## config.mk

```make
export PLATFORM = sky130hd
export DESIGN_NAME = nd_1ton_router
export DESIGN_NICKNAME = d
export VERILOG_FILES = /design/src/rtl/nd_1ton_router.sv
export SDC_FILE = /design/constraint.sdc
export NUM_CORES = 1
export LEC_CHECK = 0
export BUFFER_PORTS_ARGS = -buffer_cell sky130_fd_sc_hd__buf_2
export CORE_MARGIN = 2
export CORE_UTILIZATION = 25
export DETAILED_ROUTE_END_ITERATION = 6
export HOLD_SLACK_MARGIN = 0.06
export SLEW_MARGIN = 20
export SYNTH_ARGS = -nofsm -noshare
export SYNTH_HDL_FRONTEND = slang
export SYNTH_SLANG_ARGS = --single-unit
```

## constraint.sdc

```tcl
create_clock -name i_clk -period 4.1 [get_ports i_clk]
set_input_delay 0.41 -clock i_clk [delete_from_list [all_inputs] [get_ports i_clk]]
set_output_delay 0.41 -clock i_clk [all_outputs]
set_load 0.02 [all_outputs]
```

## src/rtl/nd_1ton_router.sv

```systemverilog
// nd_1ton_router: routes 4-phase req/ack messages from one input channel to one of
// NOUT output channels by destination-address range, with a message FIFO per output.
module nd_1ton_router #(
    parameter int NOUT  = 2,
    parameter int ASZ   = 6,
    parameter int DSZ   = 4,
    parameter int RSZ   = 4,
    parameter int DEPTH = 4,
    parameter logic [NOUT*ASZ-1:0] LO_VEC = '0,
    parameter logic [NOUT*ASZ-1:0] HI_VEC = '1
) (
    input  logic                i_clk,
    input  logic                reset,
    output logic                ready,
    input  logic [ASZ-1:0]      rcv0_src,
    input  logic [ASZ-1:0]      rcv0_dst,
    input  logic [DSZ-1:0]      rcv0_dat,
    input  logic [RSZ-1:0]      rcv0_red,
    input  logic                rcv0_req,
    output logic                rcv0_ack,
    output logic [NOUT*ASZ-1:0] snd_src,
    output logic [NOUT*ASZ-1:0] snd_dst,
    output logic [NOUT*DSZ-1:0] snd_dat,
    output logic [NOUT*RSZ-1:0] snd_red,
    output logic [NOUT-1:0]     snd_req,
    input  logic [NOUT-1:0]     snd_ack,
    output logic [NOUT-1:0]     fifo_full,
    output logic [7:0]          drop_cnt,
    output logic                err_drop
);
    localparam int MW = 2*ASZ + DSZ + RSZ;
    localparam int PW = $clog2(DEPTH);
    localparam int CW = $clog2(DEPTH + 1);
    localparam int SW = (NOUT > 1) ? $clog2(NOUT) : 1;

    typedef enum logic [1:0] {S_IDLE, S_REQ, S_WAIT} state_t;

    logic [MW-1:0] in_msg;
    logic          match_any;
    logic [SW-1:0] sel;
    logic          accept;

    assign in_msg = {rcv0_src, rcv0_dst, rcv0_dat, rcv0_red};
    assign accept = ready && rcv0_req && !rcv0_ack;

    // NOTE: every output of this block gets a default first so no latch is inferred.
    always_comb begin
        match_any = 1'b0;
        sel       = '0;
        // Scan downwards so the lowest matching index is the one left in sel.
        for (int k = NOUT - 1; k >= 0; k--) begin
            if ((rcv0_dst >= LO_VEC[k*ASZ +: ASZ]) && (rcv0_dst <= HI_VEC[k*ASZ +: ASZ])) begin
                match_any = 1'b1;
                sel       = SW'(k);
            end
        end
    end

    always_ff @(posedge i_clk) begin
        if (reset) begin
            ready    <= 1'b0;
            rcv0_ack <= 1'b0;
            drop_cnt <= 8'd0;
            err_drop <= 1'b0;
        end else begin
            ready <= 1'b1;
            if (accept) begin
                if (!match_any) begin
                    rcv0_ack <= 1'b1;
                    err_drop <= 1'b1;
                    if (drop_cnt != 8'hFF) drop_cnt <= drop_cnt + 8'd1;
                end else if (!fifo_full[sel]) begin
                    rcv0_ack <= 1'b1;
                end
            end else if (ready && !rcv0_req && rcv0_ack) begin
                rcv0_ack <= 1'b0;
            end
        end
    end

    for (genvar k = 0; k < NOUT; k++) begin : g_out
        logic [MW-1:0] mem [DEPTH];
        logic [PW-1:0] wr_ptr;
        logic [PW-1:0] rd_ptr;
        logic [CW-1:0] count;
        logic [MW-1:0] msg;
        logic          req;
        state_t        state;
        logic          push;
        logic          pop;

        assign push         = accept && match_any && (sel == SW'(k)) && !fifo_full[k];
        assign pop          = ready && (state == S_IDLE) && (count != '0);
        assign fifo_full[k] = (count == CW'(DEPTH));

        // NOTE: storage is not reset; count and pointers alone define which entries are valid.
        always_ff @(posedge i_clk) begin
            if (push) mem[wr_ptr] <= in_msg;
        end

        always_ff @(posedge i_clk) begin
            if (reset) begin
                wr_ptr <= '0;
                rd_ptr <= '0;
                count  <= '0;
                msg    <= '0;
                req    <= 1'b0;
                state  <= S_IDLE;
            end else begin
                if (push) wr_ptr <= wr_ptr + PW'(1);
                if (pop)  rd_ptr <= rd_ptr + PW'(1);
                count <= count + CW'(push) - CW'(pop);
                if (ready) begin
                    case (state)
                        S_IDLE: if (pop) begin
                            msg   <= mem[rd_ptr];
                            req   <= 1'b1;
                            state <= S_REQ;
                        end
                        S_REQ: if (snd_ack[k]) begin
                            req   <= 1'b0;
                            state <= S_WAIT;
                        end
                        S_WAIT: if (!snd_ack[k]) state <= S_IDLE;
                        default: state <= S_IDLE;
                    endcase
                end
            end
        end

        assign snd_src[k*ASZ +: ASZ] = msg[MW-1 -: ASZ];
        assign snd_dst[k*ASZ +: ASZ] = msg[DSZ+RSZ +: ASZ];
        assign snd_dat[k*DSZ +: DSZ] = msg[RSZ +: DSZ];
        assign snd_red[k*RSZ +: RSZ] = msg[RSZ-1:0];
        assign snd_req[k]            = req;
    end
endmodule

```

==> results of run 1 <==
## flip-flops by register name (all words and copies together), names as in the netlist, 2 cells and up
register      count
g_out.mem        80
g_out.msg        20
drop_cnt          8
g_out.count       6
g_out.state       4
g_out.rd_ptr      2
g_out.req         2
g_out.wr_ptr      2
## synthesized netlist by cell type
cell / count / area (um^2)
a21boi_0: 1 / 7.510
conb_1: 1 / 3.750
and2_1: 2 / 12.51
o21a_1: 2 / 15.01
o21ai_1: 4 / 20.02
nor3b_2: 1 / 12.51
or3_1: 2 / 12.51
nand3_1: 22 / 110.1
and3b_1: 1 / 8.760
buf_4: 25 / 187.7
o211a_1: 1 / 10.01
inv_1: 10 / 37.54
nand2b_1: 1 / 6.260
buf_2: 3 / 15.01
nand3b_1: 1 / 7.510
buf_1: 1 / 3.750
and3_1: 5 / 31.28
nand2_1: 2 / 7.510
fa_1: 1 / 20.02
nor2_1: 8 / 30.03
ha_1: 8 / 100.1
nor3_1: 5 / 25.02
or3b_1: 1 / 8.760
a22oi_1: 1 / 7.510
nor4_1: 1 / 6.260
nor2b_1: 11 / 68.82
xnor2_1: 1 / 8.760
dfxtp_1: 47 / 940.9
edfxtp_1: 80 / 2402
a31o_2: 1 / 8.760
mux4_2: 20 / 450.4
clkbuf_1: 14 / 52.55
a311oi_1: 1 / 8.760
xor2_1: 1 / 8.760
or3b_4: 1 / 11.26
o21ai_0: 23 / 115.1
nand4b_1: 1 / 8.760
a21oi_1: 26 / 130.1
## power breakdown
part | internal, mW | total [mW] | switching [mW]
clock network | 1.10 | 1.64 | 0.541
logic | 0.290 | 0.771 | 0.481
registers | 1.48 | 1.57 | 0.0896
total | 2.87 | 3.99 | 1.11
## cells by family (layout without fill, tap and decap cells)
group	Yosys count	in the layout
flops	127	127
compound gates	60	60
xor+xnor	2	2
mux	20	20
other cells	1	20
buf+inv	53	104
fa+ha+maj	9	9
simple gates	65	65
## layer usage
metal / wire, um / track usage [%] / share of wire [%] / up-vias
li1: - / - / - / 1333
met1: 4601 / 13.15 / 45 / 1400
met2: 4828 / 16.69 / 48 / 93
met3: 609 / 3.642 / 6.0 / 7
met4: 108 / 3.781 / 1.1 / 0
met5: 0 / 0 / 0 / -
## worst paths after layout
path              slack (ns)        start                   to
setup / recovery        1.41        ready    g_out[0].count[2]
hold / removal          0.22  rcv0_src[1]  g_out[0].mem[0][15]
hold reg to reg         0.46     err_drop             err_drop
setup reg to reg        1.41        ready    g_out[0].count[2]
## critical path, stage by stage (launching register included)
cell and delay, ns:
dfxtp_1 0.50, or3b_4 0.55, nor2_1 0.20, ha_1 0.26
inv_1 0.06, ha_1 0.13, inv_1 0.05, fa_1 0.38
xor2_1 0.17, and2_1 0.16, nor3_1 0.13
## layout make-up
class	count	area (um^2)
Inverter	10	37.54
Fill cell	1944	13350
Clock inverter	12	209.0
Tap cell	265	331.6
Multi-Input combinational cell	176	1364
Timing Repair Buffer	62	317.8
Clock buffer	20	446.7
Sequential cell	127	3344
## placed cells by master, fill, tap and decap left out, drive strengths merged, types with 2 or more instances in the layout
cell	instances
ha	8
or3	2
nor2	8
or3b	2
o21ai	27
nor3	5
clkbuf	20
inv	12
mux4	20
and3	5
dfxtp	47
buf	62
edfxtp	80
nor2b	11
and2	2
nand2	2
clkinvlp	2
o21a	2
bufinv	5
conb	20
clkinv	3
a21oi	26
nand3	22
## stage by stage
stage	hold slack, ns	cells	setup slack, ns	utilization [%]
after floorplan	0.4718	356	1.743	-
after CTS	0.2027	672	1.421	31.16
final	0.2198	672	1.414	31.19
after global routing	0.2084	672	1.260	31.19
after global placement	0.4479	640	1.624	27.78
after detailed placement	0.4502	640	1.457	27.78
==> results.txt, run 1 <==
Outcome = finished, final reports clean
Unique masters post-synth = 38
Layout Area Growth over Synthesis = 22.93%
Synthesized instance count = 337
Tcrit/Tclk final = 65.52%
Pin count of the biggest net entering global routing = 46
Gr ovfl total = 0
Post-route cell area = 6051 um^2
Clock root cell = clkbuf_16
Detail Route Antenna Nets = 0
Startpoint Class = register
Minimum clock period = 2.686 ns
DRT Wirelength = 10.15 mm
Hold Violations, Final = 0
Clock Latency Late Sink = 0.41 ns
Slew margin rel. = 36.78%
Simple-Gate Fraction of Synth Area = 7.473%
Max Cap Violations = 0
Fin nets = 428
Total number of vias = 2833
# IOs = 80
IO Port Bufs = 59
Worst Path Required = 4.42 ns
Synth Area in Compound Gates = 6.558%
Min-Delay Path Class = in2reg
Post-DR vias/cell = 4.216
Worst setup EP type = register
Synthesized area per cell = 14.61 um^2
Core region area = 19400 um^2
Multiplexer share of the synthesized area = 9.151%
Top fanout value on the critical path = 23
Setup TNS = 0 ns
Die Area = 20830 um^2
Setup Skew = 0.01058 ns
LEAKAGE = 2.205 nW
Drt initial violations = 206
Die Height = 144.3 um
DP Wirelength = 6.497 mm
Mapped Area = 4922 um^2
Proportion of layout cells with a drive suffix above 1 = 29.73%
Antenna Diode Count = 0
Xor and xnor area share after synthesis = 0.3559%
Cell depth of the worst flop-to-flop path = 10
Number of remaining DRC errors = 0
Area after DPL = 5389 um^2
H-Tree Depth = 4
YS warnings = 0
Worst-path clk slew = 0.06 ns
WL/cell = 15.10 um
Final estimated routing congestion in global placement = 0.6787
Cell Rows = 51
Max Transition Viols Final = 0
Main combinational cell family by area after synthesis = multiplexers
Area share of fa/ha/maj cells after synthesis = 2.440%
Tot Pwr = 3.985 mW
Max Clk Rate = 372.2 MHz
Total track usage = 10.45%
Sink Count = 127
Crit path DAT = 3.00 ns
Seq/Total Area, Yosys = 67.92%
Hold path cells = 1
Initial antenna violation count = 0
Global-route wire length before repair = 15.95 mm
CTS Buf Count = 17
Peak VDD IR = 324.7 uV
Setup Fix Bufs, Post-CTS = 0
Initial Util = 25.37%
Setup CP Type = reg2reg
RSZ-0062 raised after global routing = false
Resize count post-CTS = 0
Yosys reg bits = 127
Die X = 144.3 um
Power per cell area = 658.6 nW/um^2
Post-CTS Hold Buffers = 0
Vias in the first global route = 2831
Slew of the pin with the lowest slew margin = 0.9442 ns
Endpoints failing setup = 0
Longest Clk Path Bufs = 2
DRT Pass-1 Iters = 4
CTS tree = built
Power figures use the tool's default switching activity.
==> run 2: changes to the inputs <==
--- a/config.mk
+++ b/config.mk
@@ -5,6 +5,7 @@
 export SDC_FILE = /design/constraint.sdc
 export NUM_CORES = 1
 export LEC_CHECK = 0
+export ABC_AREA = 1
 export BUFFER_PORTS_ARGS = -buffer_cell sky130_fd_sc_hd__buf_2
 export CORE_MARGIN = 2
 export CORE_UTILIZATION = 25
==> constraint.sdc (replaced) <==
create_clock -name i_clk -period 2.7 [get_ports i_clk]
set_input_delay 0.27 -clock i_clk [delete_from_list [all_inputs] [get_ports i_clk]]
set_output_delay 0.27 -clock i_clk [all_outputs]
set_load 0.02 [all_outputs]
==> results.txt, run 2 <==
Slew margin rel. = 45.18%
Clock root cell = clkbuf_16
Min-Delay Startpoint = rcv0_dst[2]
Synth top cells by count = 163 x nand2_1, 133 x inv_1, 80 x edfxtp_1
Max reg flops = 80
Post-synth top area cell = edfxtp_1
LEAKAGE = 3.157 nW
Slowest stage cell, crit path = dfxtp_1
Initial antenna violation count = 2
Peak VDD IR = 422.1 uV
Final non-filler cell total = 986
Core region area = 21760 um^2
Minimum clock period = 2.145 ns
Commonest non-fill, non-tap cell in the layout = nand2_1
DRT Pass-1 Iters = 4
Fin nets = 727
Endpoints failing setup = 0
Slew of the pin with the lowest slew margin = 0.8215 ns
Xor and xnor area share after synthesis = 0.1588%
R2r setup slk = 0.55 ns
Setup Skew = 0.007447 ns
Total track usage = 10.23%
Synth Area in Compound Gates = 1.089%
Gr ovfl total = 0
Post-DR vias/cell = 3.823
Seq/Total Area, Yosys = 60.63%
Die X = 152.5 um
Worst Hold End = g_out[0].mem[0][10]
Most frequent cells in the layout = 163 x nand2_1, 133 x inv_1, 80 x edfxtp_1, 63 x nor2_1, 59 x buf_2
YS warnings = 0
Resize count post-CTS = 0
Unique masters post-synth = 22
Cell depth of the worst flop-to-flop path = 10
Power per cell area = 856.7 nW/um^2
Worst path cell trace = nand2_1 -> nor2_1 -> nand2_1 -> ha_1 -> inv_1 -> ha_1 -> inv_1 -> fa_1 -> o21ai_0 -> a21oi_1
Sequential share of power = 41.4%
Sw Pwr = 1.828 mW
Tot Pwr = 5.708 mW
Global-route wire length before repair = 18.36 mm
Pint = 3.879 mW
Synthesized area per cell = 8.908 um^2
Total number of vias = 3769
Top fanout value on the critical path = 10
Drt initial violations = 180
Area after DPL = 6030 um^2
FF-to-FF End = g_out[0].count[2]
Worst R2R Start = ready
Area share of the largest cell type after synthesis = 43.57%
Synth Flop Type = edfxtp_1
Clock Latency Late Sink = 0.42 ns
Clock Power Share = 35.9%
Setup TNS = 0 ns
Most frequent cell after synthesis = nand2_1
Outcome = finished, final reports clean
Synthesized instance count = 619
Combinational share of power = 22.7%
Simple-Gate Fraction of Synth Area = 21.22%
Longest Clk Path Bufs = 2
Crit path DAT = 2.45 ns
Mapped Area = 5514 um^2
Sink Count = 127
Largest Register = g_out.mem
Main combinational cell family by area after synthesis = simple AND/OR/NAND/NOR gates
Setup CP Type = reg2reg
Startpoint Class = register
DP Wirelength = 7.040 mm
Final core utilization = 30.62%
Hold Violations, Final = 0
Vias in the first global route = 3604
WL/cell = 11.37 um
CTS Buf Count = 17
Die Area = 23260 um^2
Worst setup EP type = register
IO Port Bufs = 59
Worst path bufs/invs = 2
Hold path cells = 1
H-Tree Depth = 4
Worst-path clk slew = 0.06 ns
Area of the multi-input gates = 1444 um^2
Antenna Diode Count = 0
Fill count = 2284
Area share of fa/ha/maj cells after synthesis = 2.178%
Max Cap Violations = 0
Final estimated routing congestion in global placement = 0.7355
Post-route cell area = 6663 um^2
Top flop regs = g_out.mem: 80 flops, g_out.msg: 20 flops, drop_cnt: 8 flops
Sw frac = 32.03%
Largest cells by area after synthesis = edfxtp_1 44%, dfxtp_1 17%, nand2_1 11%
Initial Util = 25.35%
# IOs = 80
Ys async rst share = 0%
Placed instance count = 944
Die Height = 152.5 um
Max Clk Rate = 466.1 MHz
Pin count of the biggest net entering global routing = 43
Delay-heaviest family, CP = adder cells
Proportion of layout cells with a drive suffix above 1 = 15.44%
Min-Delay Path Class = in2reg
Tcrit/Tclk final = 79.46%
Setup Fix Bufs, Post-CTS = 0
CTS tree = built
Yosys reg bits = 127
Layout Area Growth over Synthesis = 20.83%
Post-synth EDFFs = 80
DRT Wirelength = 11.21 mm
RSZ-0062 raised after global routing = false
Reg area = 3343 um^2
Number of remaining DRC errors = 0
Detail Route Antenna Nets = 0
CP peak stage delay = 0.52 ns
Cell Rows = 54
Multiplexer share of the synthesized area = 0%
Max Transition Viols Final = 0
Worst Path Required = 3.00 ns
==> run 2: how the worst max path moves through the flow <==
| stage | endpoint | cells past startpoint | slack (ns) | startpoint |
|---|---|---|---|---|
| floorplan | g_out[0].mem[0][0] | 5 | 0.44 | ready |
| finish | g_out[0].count[2] | 10 | 0.55 | ready |
| detailed placement | g_out[0].count[2] | 10 | 0.57 | ready |
| global route | g_out[0].count[2] | 10 | 0.32 | ready |
| global placement | g_out[0].count[2] | 10 | 0.60 | ready |
| CTS | g_out[0].count[2] | 10 | 0.55 | ready |
==> run 2: final cells by class <==
class                           instances  share of cell area [%]
Clock buffer                           20                   6.704
Tap cell                              280                   5.258
Inverter                              137                   7.718
Timing Repair Buffer                   80                   7.174
Sequential cell                       127                   50.18
Multi-Input combinational cell        330                   21.67
Clock inverter                         12                   1.296
==> run 2: kinds of logic after synthesis <==
group,count (synthesis)
simple gates,288
buf+inv,181
flops,127
compound gates,12
fa+ha+maj,9
xor+xnor,1
other cells,1
==> run 2: routing by layer <==
layer	part of all wire, %	up-vias	track usage [%]	wire [um]
met3	5.2	20	3.413	585
met1	45	1689	11.61	5071
met5	0.27	-	0	30
li1	-	1981	-	-
met4	1.9	4	4.850	218
met2	47	75	17.42	5308
==> run 2: power by group through the flow <==
stage          clock network [mW]  registers, mW  logic (mW)
2_1_floorplan                   0           2.52       0.873
3_3_place_gp                    0           2.40        1.29
3_5_place_dp                    0           2.41        1.30
4_1_cts                      2.11           2.37        1.32
5_1_grt                      2.19           2.39        1.50
6_report                     2.05           2.37        1.29
==> run 2: through the flow <==
step                      hold slack, ns  worst slack, ns
after floorplan                   0.3689           0.4375
after global routing             0.06541           0.3230
after CTS                        0.06073           0.5519
final                            0.07853           0.5547
after global placement            0.4058           0.5985
after detailed placement          0.4096           0.5663
==> run 2: what timing repair did <==
action,4_1_cts,5_1_grt
hold buffers,10,0
endpoints found under the setup margin,0,0
hold endpoints to repair,38,0
